$ cat config.mk
export PLATFORM = sky130hd
export DESIGN_NAME = shift_add_multiplier
export DESIGN_NICKNAME = d
export VERILOG_FILES = /design/src/rtl/mul_pkg.sv /design/src/rtl/mul_judge.sv /design/src/rtl/shift_add_multiplier.sv
export SDC_FILE = /design/constraint.sdc
export NUM_CORES = 1
export LEC_CHECK = 0
export CORE_UTILIZATION = 58
export DETAILED_ROUTE_END_ITERATION = 10
export GPL_TIMING_DRIVEN = 0
export HOLD_SLACK_MARGIN = 0.03
export PLACE_DENSITY_LB_ADDON = 0.05
export SYNTH_ARGS = -nofsm -noshare
export SYNTH_HDL_FRONTEND = slang
export SYNTH_SLANG_ARGS = --single-unit
$ cat constraint.sdc
create_clock -name clk -period 5.55 [get_ports clk]
set_input_delay 0.555 -clock clk [delete_from_list [all_inputs] [get_ports clk]]
set_output_delay 0.555 -clock clk [all_outputs]
set_load 0.01 [all_outputs]
$ cat src/rtl/mul_pkg.sv
// Shared types and helpers for the shift-and-add multiplier.
// Holds the controller state encoding and the iteration counter sizing rule.
package mul_pkg;

  typedef enum logic [1:0] {
    IDLE,
    BUSY,
    DONE
  } mul_state_t;

  // The counter must represent 0..len, so it needs clog2(len+1) bits.
  function automatic int cnt_width(input int len);
    return $clog2(len + 1);
  endfunction

endpackage

$ cat src/rtl/mul_judge.sv
// Result checker for shift_add_multiplier, built only with MUL_JUDGE_EN.
// Mirrors the multiplier's accept/finish handshake, keeps its own copy of the
// operands and raises a sticky error on a wrong product, a finish with no
// outstanding operation, or an operation running past LEN+1 cycles.
module mul_judge #(
  parameter int LEN = 32
) (
  input  logic             clk,
  input  logic             rst,
  input  logic [LEN-1:0]   multiplicand,
  input  logic [LEN-1:0]   multiplier,
  input  logic             start,
  input  logic [2*LEN-1:0] product,
  input  logic             finish,
  output logic             error
);

  localparam int WW = $clog2(LEN + 2);
  localparam logic [WW-1:0] WAIT_LIMIT = WW'(LEN);

  logic             busy;
  logic [LEN-1:0]   a_lat;
  logic [LEN-1:0]   b_lat;
  logic [WW-1:0]    wait_cnt;
  logic [2*LEN-1:0] expected;

  // Full-width reference product of the latched operands.
  assign expected = {{LEN{1'b0}}, a_lat} * {{LEN{1'b0}}, b_lat};

  // Track the outstanding operation and judge each finish pulse.
  always_ff @(posedge clk) begin
    if (rst) begin
      busy     <= 1'b0;
      error    <= 1'b0;
      a_lat    <= '0;
      b_lat    <= '0;
      wait_cnt <= '0;
    end else begin
      if (finish) begin
        // finish is high exactly in the multiplier's DONE cycle, when start
        // is ignored, so no new operation is latched here.
        if (!busy || product != expected) error <= 1'b1;
        busy <= 1'b0;
      end else if (busy) begin
        if (wait_cnt == WAIT_LIMIT) error <= 1'b1;
        else wait_cnt <= wait_cnt + WW'(1);
      end else if (start) begin
        busy     <= 1'b1;
        a_lat    <= multiplicand;
        b_lat    <= multiplier;
        wait_cnt <= '0;
      end
    end
  end

endmodule

$ cat src/rtl/shift_add_multiplier.sv
// Sequential unsigned LEN x LEN shift-and-add multiplier, 2*LEN-bit product.
// One multiplier bit is consumed per clock; start is accepted in IDLE, finish
// pulses for one cycle LEN edges later, and product holds until the next
// completion.
// Optional feature: define MUL_JUDGE_EN to add the built-in result checker
// (mul_judge) and its sticky error output.
module shift_add_multiplier
  import mul_pkg::*;
#(
  parameter int LEN = 32
) (
  input  logic             clk,
  input  logic             rst,
  input  logic [LEN-1:0]   multiplicand,
  input  logic [LEN-1:0]   multiplier,
  input  logic             start,
  output logic [2*LEN-1:0] product,
  output logic             finish
`ifdef MUL_JUDGE_EN
  ,
  output logic             error
`endif
);

  localparam int CW = cnt_width(LEN);
  localparam logic [CW-1:0] LAST_ITER = CW'(LEN - 1);

  mul_state_t     state;
  logic [LEN-1:0] a_reg;
  logic [2*LEN:0] acc;
  logic [2*LEN:0] acc_next;
  logic [CW-1:0]  cnt;
  logic [LEN:0]   upper_sum;

  // One iteration: conditionally add A into the upper half (carry kept in the
  // extra top bit), then shift the whole accumulator right by one.
  // NOTE: every signal is assigned on every pass through this block, so no
  // latch can be inferred.
  always_comb begin
    upper_sum = acc[2*LEN:LEN] + (acc[0] ? {1'b0, a_reg} : '0);
    acc_next  = {1'b0, upper_sum, acc[LEN-1:1]};
  end

  // Controller and datapath registers: IDLE -> BUSY (LEN edges) -> DONE -> IDLE.
  // NOTE: state is updated with non-blocking assignments so every register
  // samples the pre-edge values, matching the hardware.
  always_ff @(posedge clk) begin
    if (rst) begin
      state   <= IDLE;
      product <= '0;
      finish  <= 1'b0;
      a_reg   <= '0;
      acc     <= '0;
      cnt     <= '0;
    end else begin
      case (state)
        IDLE: begin
          finish <= 1'b0;
          if (start) begin
            a_reg <= multiplicand;
            acc   <= {{(LEN + 1){1'b0}}, multiplier};
            cnt   <= '0;
            state <= BUSY;
          end
        end
        BUSY: begin
          acc <= acc_next;
          cnt <= cnt + CW'(1);
          if (cnt == LAST_ITER) begin
            product <= acc_next[2*LEN-1:0];
            finish  <= 1'b1;
            state   <= DONE;
          end
        end
        DONE: begin
          finish <= 1'b0;
          state  <= IDLE;
        end
        default: begin
          finish <= 1'b0;
          state  <= IDLE;
        end
      endcase
    end
  end

`ifdef MUL_JUDGE_EN
  mul_judge #(
    .LEN(LEN)
  ) u_judge (
    .clk         (clk),
    .rst         (rst),
    .multiplicand(multiplicand),
    .multiplier  (multiplier),
    .start       (start),
    .product     (product),
    .finish      (finish),
    .error       (error)
  );
`endif

endmodule

# Word level (Yosys, flattened, before mapping)
# Cells that the tools add are included.
[totals]
register_bits = 170
in_bits = 67
out_inout_bits = 65
elab_cells = 28
[op_classes]
muxes = 8
eq_ne = 4
reduce_logical = 7
n_bitwise = 1
addsub = 2
[ops]
columns = ["cell", "count"]
rows = [
  ["$pmux W65 S2", 1],
  ["$mux W65", 1],
  ["$add A33 B32 Y33", 1],
  ["$mux W32", 1],
  ["$pmux W6 S2", 1],
  ["$reduce_and A2 Y1", 4],
  ["$add A6 B1 Y6 const B", 1],
  ["$eq A6 B5 Y1 const B", 1],
  ["$mux W6", 1],
  ["$mux W2", 2],
  ["$ne A2 B2 Y1 const B", 2],
  ["$pmux W2 S2", 1],
  ["$eq A2 B1 Y1 const B", 1],
  ["$logic_not A2 Y1", 1],
  ["$reduce_bool A2 Y1", 1],
  ["$reduce_or A2 Y1", 1],
  ["$not A1 Y1", 1],
]

# Depth between registers and ports, before layout
# Gate-level depths: netlist of run 1.
[logic_depth]
depth_word = 3
depth_mapped = 12
mapped_depth_nobuf = 12

# Least setup slack after synthesis of run 1
# Ideal clock, no wire load.
[synth_path]
kind = "reg-to-reg"
start = "register acc[0]"
end = "register acc[59]"
setup_ps = 117
path_buffers = 1
path_stages_with_launch = 11
required_time_ps = 5433
arrival_time_ps = 2660
path_slack_ps = 2773
synth_period_minus_slack_ps = 2777
cell_sequence = "dfxtp_1 > clkbuf_1 > nand2_1 > fa_1 > nand2b_1 > a21oi_2 > o21ai_2 > o311a_1 > a2111oi_0 > o21ai_0 > a32o_1"
[synth_between]
elab_chain_cells = 3
[synth_lines]
columns = ["element", "line_no", "text"]
rows = [
  ["start: declaration", "shift_add_multiplier.sv:30", "logic [2*LEN:0] acc;"],
  ["start signal: assignment", "shift_add_multiplier.sv:61", "acc <= {{(LEN + 1){1'b0}}, multiplier};"],
  ["start signal: assignment", "shift_add_multiplier.sv:67", "acc <= acc_next;"],
  ["$mux W32", "shift_add_multiplier.sv:40", "upper_sum = acc[2*LEN:LEN] + (acc[0] ? {1'b0, a_reg} : '0);"],
  ["$add A33 B32 Y33", "shift_add_multiplier.sv:40", ""],
  ["$pmux W65 S2", "shift_add_multiplier.sv:56", "case (state)"],
]
# No other way between the ends.
# A chain may end at the register's enable or synchronous reset.

# Final worst setup path of run 1
# Ends and elaborated chain as after synthesis.

==> results_dict.tcl, run 1 <==
set metrics [dict create \
    status "finished, final reports clean" \
    first_iter_violations 560 \
    seq_area_um2 3380 \
    hold_violations 0 \
    nets 1281 \
    fin_worst_skew_ns 0.00871 \
    cp.arrival_ns 3.84 \
    period_share_pct 63.3 \
    cts_max_level 4 \
    wl_um 21900 \
    min_period_ns 3.51 \
    finalSetupViolations 0 \
    cts_sinks 169 \
    antenna_cells 0 \
    synthCells 1030 \
    fin_ws_ns 2.04 \
    crit_type "flip-flop to flip-flop" \
    synthFlopType "dfxtp_1" \
    crit_fanout 10 \
    firstDrtPassIters 7 \
    worst_setup_path_end_kind "flip-flop" \
    fillers 1041 \
    reg2reg_from "acc[0]" \
    rows 42 \
    maxCapViolations 0 \
    gp_congestion 0.910 \
    final_cell_mix "nand2_1, dfxtp_1, a21oi_1" \
    grt_max_degree 17 \
    grt_pass1_vias 7632 \
    clk_latency_ns 0.44 \
    synth_seq_area_share_pct 42.5 \
    root_buffer "clkbuf_16" \
    synth.net_count 1131 \
    vias_per_cell 5.71 \
    avgSynthCellArea_um2 7.72 \
    worst-slew-pin-transition_ns 0.770 \
    antenna_found_initial 0 \
    portBuffers 131 \
    whs_path_depth 2 \
    power.density_nw_per_um2 279 \
    postLayoutCoreUtil_pct 76.1 \
    hold_buffers 0 \
    numCtsBuffers 17 \
    boundaryPins 132 \
    slew-limit-headroom_pct 48.7 \
    die-area_um2 14200 \
    hp-class "flip-flop to flip-flop" \
    startpoint_type "flip-flop" \
    synth_cell_type_count 60 \
    cts_buffer_depth 2 \
    rsz0062_at_grt "false" \
    ys_seq_elements 169 \
    max_freq_mhz 285 \
    p_leak_nw 3.86 \
    yosysWarnings 0 \
    die_h_um 119 \
    cts_setup_buffers 0 \
    cts_resized 0 \
    area_growth_pct 27.3 \
    dpl_worst_slack_ns 2.11 \
    cts.reportedPaths.clkPinSlew_ns 0.07 \
    slew_violations 0 \
    vias 7811 \
    p_total_mw 2.83 \
    drc 0 \
    multi_input_area_um2 4280 \
    die_x_um 119 \
    hold_path_startpoint "a_reg[0]" \
    track_usage_pct 31.9 \
    start_util_pct 59.8 \
    tns_ns 0 \
    cts_tree "done" \
    drive_gt1_share_pct 4.11 \
    hpwl_um 15400 \
    worstHoldEndpoint "a_reg[0]" \
    coreArea_um2 13300 \
    antenna_left 0 \
    synth-edff-count 0 \
    synth-async-reset-ratio_pct 0 \
    r2r_setup_slack_ns 2.04 \
    r2r_cells 10 \
    wl_per_cell_um 16.0 \
    reg2reg_to "acc[59]" \
    ir_worst_vdd_mv 0.199 \
    syn-cell-area_um2 7950 \
    required_ns 5.88 \
    overflow 0 \
    final_common_cell "nand2_1" \
    grt_pass1_wl_um 35900 \
]
worst max-delay path by stage:
stage,startpoint,to,slack (ns)
2_1_floorplan,acc[0],acc[59],2.77
3_3_place_gp,acc[0],acc[59],2.14
3_5_place_dp,acc[0],acc[59],2.11
4_1_cts,acc[0],acc[59],2.10
5_1_grt,acc[0],acc[59],1.62
6_report,acc[0],acc[59],2.04
layer usage:
layer / part of all wire [%] / GRT usage, % / up-vias
met4: 3.3 / 14.5 / 0
li1: - / - / 3839
met2: 46 / 52.7 / 290
met3: 6.8 / 5.70 / 53
met1: 44 / 40.3 / 3629
met5: 0 / 0 / -
final cells by class:
cell class / count / share of cell area [%]
Multi-Input combinational cell: 786 / 42.3
Sequential cell: 169 / 33.4
Timing Repair Buffer: 131 / 13.0
Clock buffer: 17 / 4.20
Buffer: 65 / 2.44
Tap cell: 176 / 2.18
Clock inverter: 15 / 2.11
Inverter: 10 / 0.371
cell usage after synthesis, drive strengths merged, types with 14 or more instances:
master	instances	area [µm²]
xnor2	14	130
a21oi	138	698
nor2	135	507
dfxtp	169	3380
nor4	33	206
and2	36	225
nand2	219	822
o21ai	34	174
xor2	14	130
clkbuf	60	225
nand3	22	115
ha	33	413
worst max-delay path, cell delays in order, from the launching register on:
cell and delay, ns:
dfxtp_1 0.50, clkbuf_1 0.41, nand2_1 0.18, fa_1 0.45
nand2b_1 0.19, a21oi_2 0.21, o21ai_2 0.14, o311a_1 0.36
a2111oi_0 0.52, o21ai_0 0.19, a32o_1 0.25
power breakdown:
| part | switching (mW) | internal, mW | leakage (nW) | total [mW] |
|---|---|---|---|---|
| registers | 0.0290 | 1.25 | 1.37 | 1.28 |
| clock network | 0.534 | 0.765 | 0.305 | 1.30 |
| logic | 0.146 | 0.0982 | 2.18 | 0.244 |
| total | 0.709 | 2.12 | 3.86 | 2.83 |
stage by stage:
stage | cells | area, µm² | hold slack [ns]
6_report | 1369 | 10100 | 0.453
3_5_place_dp | 1337 | 9480 | 0.443
3_3_place_gp | 1337 | 9480 | 0.439
2_1_floorplan | 1030 | 7950 | 0.432
4_1_cts | 1369 | 10100 | 0.452
5_1_grt | 1369 | 10100 | 0.468
cells by family (layout without fill, tap and decap cells):
| group | after synthesis | after routing | share of synthesized area [%] |
|---|---|---|---|
| simple gates | 478 | 478 | 26.1 |
| xor+xnor | 28 | 28 | 3.27 |
| buf+inv | 75 | 238 | 3.57 |
| compound gates | 246 | 246 | 19.0 |
| fa+ha+maj | 34 | 34 | 5.44 |
| flops | 169 | 169 | 42.5 |
No activity file was read; power rests on OpenSTA's default activity.
==> inputs of run 2 (changes only) <==
--- a/config.mk
+++ b/config.mk
@@ -5,7 +5,7 @@
 export SDC_FILE = /design/constraint.sdc
 export NUM_CORES = 1
 export LEC_CHECK = 0
-export CORE_UTILIZATION = 58
+export CORE_UTILIZATION = 48
 export DETAILED_ROUTE_END_ITERATION = 10
 export GPL_TIMING_DRIVEN = 0
 export HOLD_SLACK_MARGIN = 0.03
==> constraint.sdc (replaced) <==
create_clock -name clk -period 2.9 [get_ports clk]
set_input_delay 0.29 -clock clk [delete_from_list [all_inputs] [get_ports clk]]
set_output_delay 0.29 -clock clk [all_outputs]
set_load 0.01 [all_outputs]
==> run 2 against run 1 <==
Register-to-register slack got worse by 2.0 ns. Sequential share of layout area fell by 1.1 points. Utilization fell by 11 points. Global-route usage fell by 5.4 points. Non-clock buffer count rose by 9. Setup slack got worse by 2.0 ns.
==> results_dict.tcl, run 2 (synthesis results as in run 1) <==
set metrics [dict create \
    hold_buffers 0 \
    worst-slew-pin-transition_ns 0.782 \
    startpoint_type "flip-flop" \
    final_cell_mix "nand2_1, dfxtp_1, nor2_1" \
    hp-class "primary input to flip-flop" \
    p_leak_nw 3.89 \
    instances_no_fill 1418 \
    rows 46 \
    clk_latency_ns 0.44 \
    overflow 0 \
    multi_input_area_um2 4560 \
    wl_per_cell_um 15.8 \
    firstDrtPassIters 5 \
    p_clk_share_pct 43.4 \
    wl_um 22400 \
    crit_path_frequent_cell "o211ai_1" \
    numCtsBuffers 17 \
    period_share_pct 99.7 \
    root_buffer "clkbuf_16" \
    antenna_found_initial 1 \
    die_h_um 131 \
    nets 1290 \
    antenna_cells 0 \
    first_iter_violations 657 \
    area_growth_pct 31.7 \
    final_common_cell "nand2_1" \
    boundaryPins 132 \
    vias_per_cell 5.47 \
    hpwl_um 15800 \
    fin_ws_ns 0.00915 \
    slew-limit-headroom_pct 47.9 \
    slew_violations 0 \
    cts.reportedPaths.clkPinSlew_ns 0.06 \
    start_util_pct 49.7 \
    cp.arrival_ns 3.22 \
    crit_type "flip-flop to flip-flop" \
    fin_worst_skew_ns 0.00773 \
    cts_buffer_depth 2 \
    portBuffers 131 \
    slowest_stage "a221o_1" \
    hold_violations 0 \
    rsz0062_at_grt "true" \
    worst_setup_path_end_kind "flip-flop" \
    grt_pass1_wl_um 34900 \
    coreArea_um2 16000 \
    fillers 1472 \
    grt_max_degree 17 \
    antenna_left 0 \
    placed_cells 1377 \
    die-area_um2 17100 \
    grt_pass1_vias 7197 \
    swShare_pct 26.3 \
    crit_fanout 10 \
    slowest_delay_ns 0.43 \
    cts_sinks 169 \
    gp_congestion 0.928 \
    comb_power_share_pct 9.2 \
    cts_max_level 4 \
    cts_tree "done" \
    track_usage_pct 26.5 \
    drive_gt1_share_pct 7.99 \
    path_cells "clkbuf_4 > and2_1 > ha_2 > a21oi_2 > nor2_1 > o211ai_1 > o211ai_1 > a221o_1 > or3_1 > a32o_1" \
    hold_slack_ns 0.396 \
    ir_worst_vdd_mv 0.468 \
    die_x_um 131 \
    internal_power_mw 3.82 \
    finalSetupViolations 0 \
    max_freq_mhz 346 \
    seq_area_um2 3390 \
    drc 0 \
    dpl_worst_slack_ns -0.683 \
    maxCapViolations 0 \
    power.density_nw_per_um2 496 \
    status "finished, final reports clean" \
    min_period_ns 2.89 \
    vias 7759 \
    required_ns 3.23 \
    seq_power_share_pct 47.3 \
    power.switching_mw 1.37 \
]
run 2: cell count changes in the layout (fill, tap and decap cells not counted), sizes merged:
cell      before  now
bufinv         4    1
clkbuf        77   76
buf            5   16
inv           16   17
clkinvlp       3    4
run 2: stage by stage:
stage	area, µm²	power, mW	TNS [ns]	util [%]
CTS	10200	5.19	-0.0110	63.9
finish	10500	5.19	0	65.4
detailed placement	9530	2.97	-8.66	59.6
global placement	9530	2.96	-8.41	59.6
global route	10500	5.38	-0.119	65.4
floorplan	7950	2.76	0	-
run 2: worst paths after layout:
kind	startpoint	endpoint	slack [ns]	cells past startpoint
max	acc[0]	acc[59]	0.009	10
min	multiplicand[7]	a_reg[7]	0.40	3
max reg2reg	acc[0]	acc[59]	0.009	10
min reg2reg	a_reg[4]	a_reg[4]	0.45	2
run 2: repair_timing:
item	CTS	global route
endpoints found under the setup margin	37	30
pin swaps	5	18
gates resized for setup	18	44
hold endpoints to repair	0	0
setup buffers	3	7
run 2: cell type report:
class / count / share of cell area (%)
Buffer: 64 / 2.43
Clock buffer: 18 / 4.19
Clock inverter: 14 / 1.30
Inverter: 10 / 0.358
Multi-Input combinational cell: 786 / 43.6
Sequential cell: 169 / 32.3
Tap cell: 216 / 2.58
Timing Repair Buffer: 141 / 13.2
run 2: critical path: cells and delay by family (launching register included):
kind	cells	cell delay [ns]
compound gates	5	1.23
fa+ha+maj	1	0.33
buf+inv	1	0.20
flops	1	0.41
simple gates	3	0.60
run 2: power by group through the flow:
| stage | Combinational (mW) | Clock [mW] | Sequential (mW) |
|---|---|---|---|
| final | 0.479 | 2.25 | 2.46 |
| after global routing | 0.532 | 2.38 | 2.47 |
| after CTS | 0.469 | 2.27 | 2.46 |
| after detailed placement | 0.462 | 0 | 2.51 |
| after global placement | 0.458 | 0 | 2.51 |
| after floorplan | 0.273 | 0 | 2.49 |
run 2: routing by layer:
metal | track usage [%] | up-vias | wire length, µm | share of wire [%]
li1 | - | 3851 | - | -
met1 | 35.7 | 3663 | 10500 | 47
met2 | 42.5 | 206 | 10300 | 46
met3 | 4.80 | 37 | 1110 | 5.0
met4 | 9.40 | 2 | 442 | 2.0
met5 | 0 | - | 13 | 0.058
==> inputs of run 3 (changes only) <==
--- a/config.mk
+++ b/config.mk
@@ -10,6 +10,7 @@
 export GPL_TIMING_DRIVEN = 0
 export HOLD_SLACK_MARGIN = 0.03
 export PLACE_DENSITY_LB_ADDON = 0.05
+export RECOVER_POWER = 25
 export SYNTH_ARGS = -nofsm -noshare
 export SYNTH_HDL_FRONTEND = slang
 export SYNTH_SLANG_ARGS = --single-unit
==> run 3 against run 2 <==
Count of clock-buffer cells in the layout unchanged. Sequential share of layout area unchanged. Design area unchanged.
==> results_dict.tcl, run 3 (synthesis results as in run 1) <==
set metrics [dict create \
    status "finished, final reports clean" \
    required_ns 3.22 \
    dpl_worst_slack_ns -0.683 \
    cts_buffer_depth 2 \
    final_cell_mix "nand2_1, dfxtp_1, nor2_1" \
    fin_worst_skew_ns 0.00675 \
    place_area_um2 9530 \
    hpwl_um 15800 \
    root_buffer "clkbuf_16" \
    grt_pass1_wl_um 34900 \
    antenna_found_initial 1 \
    maxCapViolations 0 \
    gp_congestion 0.928 \
    coreArea_um2 16000 \
    portBuffers 131 \
    worst-slew-pin-transition_ns 0.774 \
    nets 1290 \
    vias_per_cell 5.47 \
    fin_ws_ns 0.00529 \
    start_util_pct 49.7 \
    vias 7755 \
    postLayoutCoreUtil_pct 65.4 \
    wl_per_cell_um 15.8 \
    clk_latency_ns 0.43 \
    hp-class "primary input to flip-flop" \
    p_leak_nw 4.09 \
    finalSetupViolations 0 \
    die_h_um 131 \
    ir_worst_vdd_mv 0.465 \
    rows 46 \
    startpoint_type "flip-flop" \
    die-area_um2 17100 \
    area_growth_pct 31.7 \
    cts_sinks 169 \
    final_common_cell "nand2_1" \
    hold_violations 0 \
    track_usage_pct 26.5 \
    die_x_um 131 \
    min_period_ns 2.89 \
    firstDrtPassIters 5 \
    numCtsBuffers 17 \
    rsz0062_at_grt "true" \
    instances_no_fill 1418 \
    hold_slack_ns 0.399 \
    power.density_nw_per_um2 495 \
    grt_max_degree 17 \
    drive_gt1_share_pct 7.99 \
    cts_max_level 4 \
    slew-limit-headroom_pct 48.4 \
    max_freq_mhz 345 \
    slew_violations 0 \
    crit_type "flip-flop to flip-flop" \
    antenna_left 0 \
    drc 0 \
    cts_tree "done" \
    cp.arrival_ns 3.22 \
    placed_cells 1377 \
    wl_um 22300 \
    first_iter_violations 598 \
    stdcell_area_um2 10500 \
    overflow 0 \
    grt_pass1_vias 7197 \
    worst_setup_path_end_kind "flip-flop" \
    cts.reportedPaths.clkPinSlew_ns 0.06 \
    boundaryPins 132 \
    antenna_cells 0 \
    crit_fanout 10 \
    period_share_pct 99.8 \
]
[run 3: cell types whose count changed in the layout (fill, tap and decap cells not counted)]
cell,before,now
clkdlybuf4s50_1,131,75
dlygate4sd3_1,0,56
[run 3: area by class of cell]
class / count / area (µm²)
repair buffers: 141 / 1390
clock inverters: 14 / 136
inverters: 10 / 37.5
plain buffers: 64 / 254
well taps: 216 / 270
clock buffers: 18 / 439
multi-input cells: 786 / 4560
fillers: 1472 / 5530
flip-flops and latches: 169 / 3390
[run 3: what timing repair did]
item | in CTS | in global routing
cloned | 0 | 0
gates resized for setup | 18 | 44
hold buffers | 0 | 0
setup buffers | 3 | 7
pin swaps | 5 | 18
setup endpoints to repair | 37 | 30
[run 3: path summary, 6_finish.rpt]
check                        from    endpoint  slack, ns  depth (start not counted)
setup / recovery           acc[0]     acc[59]      0.005                         10
hold / removal    multiplicand[7]    a_reg[7]       0.40                          3
setup reg to reg           acc[0]     acc[59]      0.005                         10
hold reg to reg        product[2]  product[2]       0.45                          2
[run 3: power by group]
part | internal, mW | switching (mW) | total [mW]
combinational | 0.197 | 0.283 | 0.480
clock | 1.23 | 1.02 | 2.25
sequential | 2.40 | 0.0560 | 2.46
total | 3.82 | 1.36 | 5.18
[run 3: routing by layer]
metal  track usage [%]  wire length (µm)  up-vias
li1                  -                 -     3849
met1              35.7             10500     3672
met2              42.5             10300      200
met3              4.80              1110       32
met4              9.40               420        2
met5                 0                13        -
[run 3: critical path, stage by stage, from the launching register on]
cell and delay (ns):
dfxtp_4 0.41, clkbuf_4 0.20, and2_1 0.14, ha_2 0.33
a21oi_2 0.20, nor2_1 0.07, o211ai_1 0.17, o211ai_1 0.18
a221o_1 0.43, or3_1 0.39, a32o_1 0.25
[run 3: through the flow]
stage | TNS (ns) | power, mW
after floorplan | 0 | 2.76
after global placement | -8.41 | 2.96
after detailed placement | -8.66 | 2.97
after CTS | -0.0110 | 5.19
after global routing | -0.119 | 5.38
final | 0 | 5.18
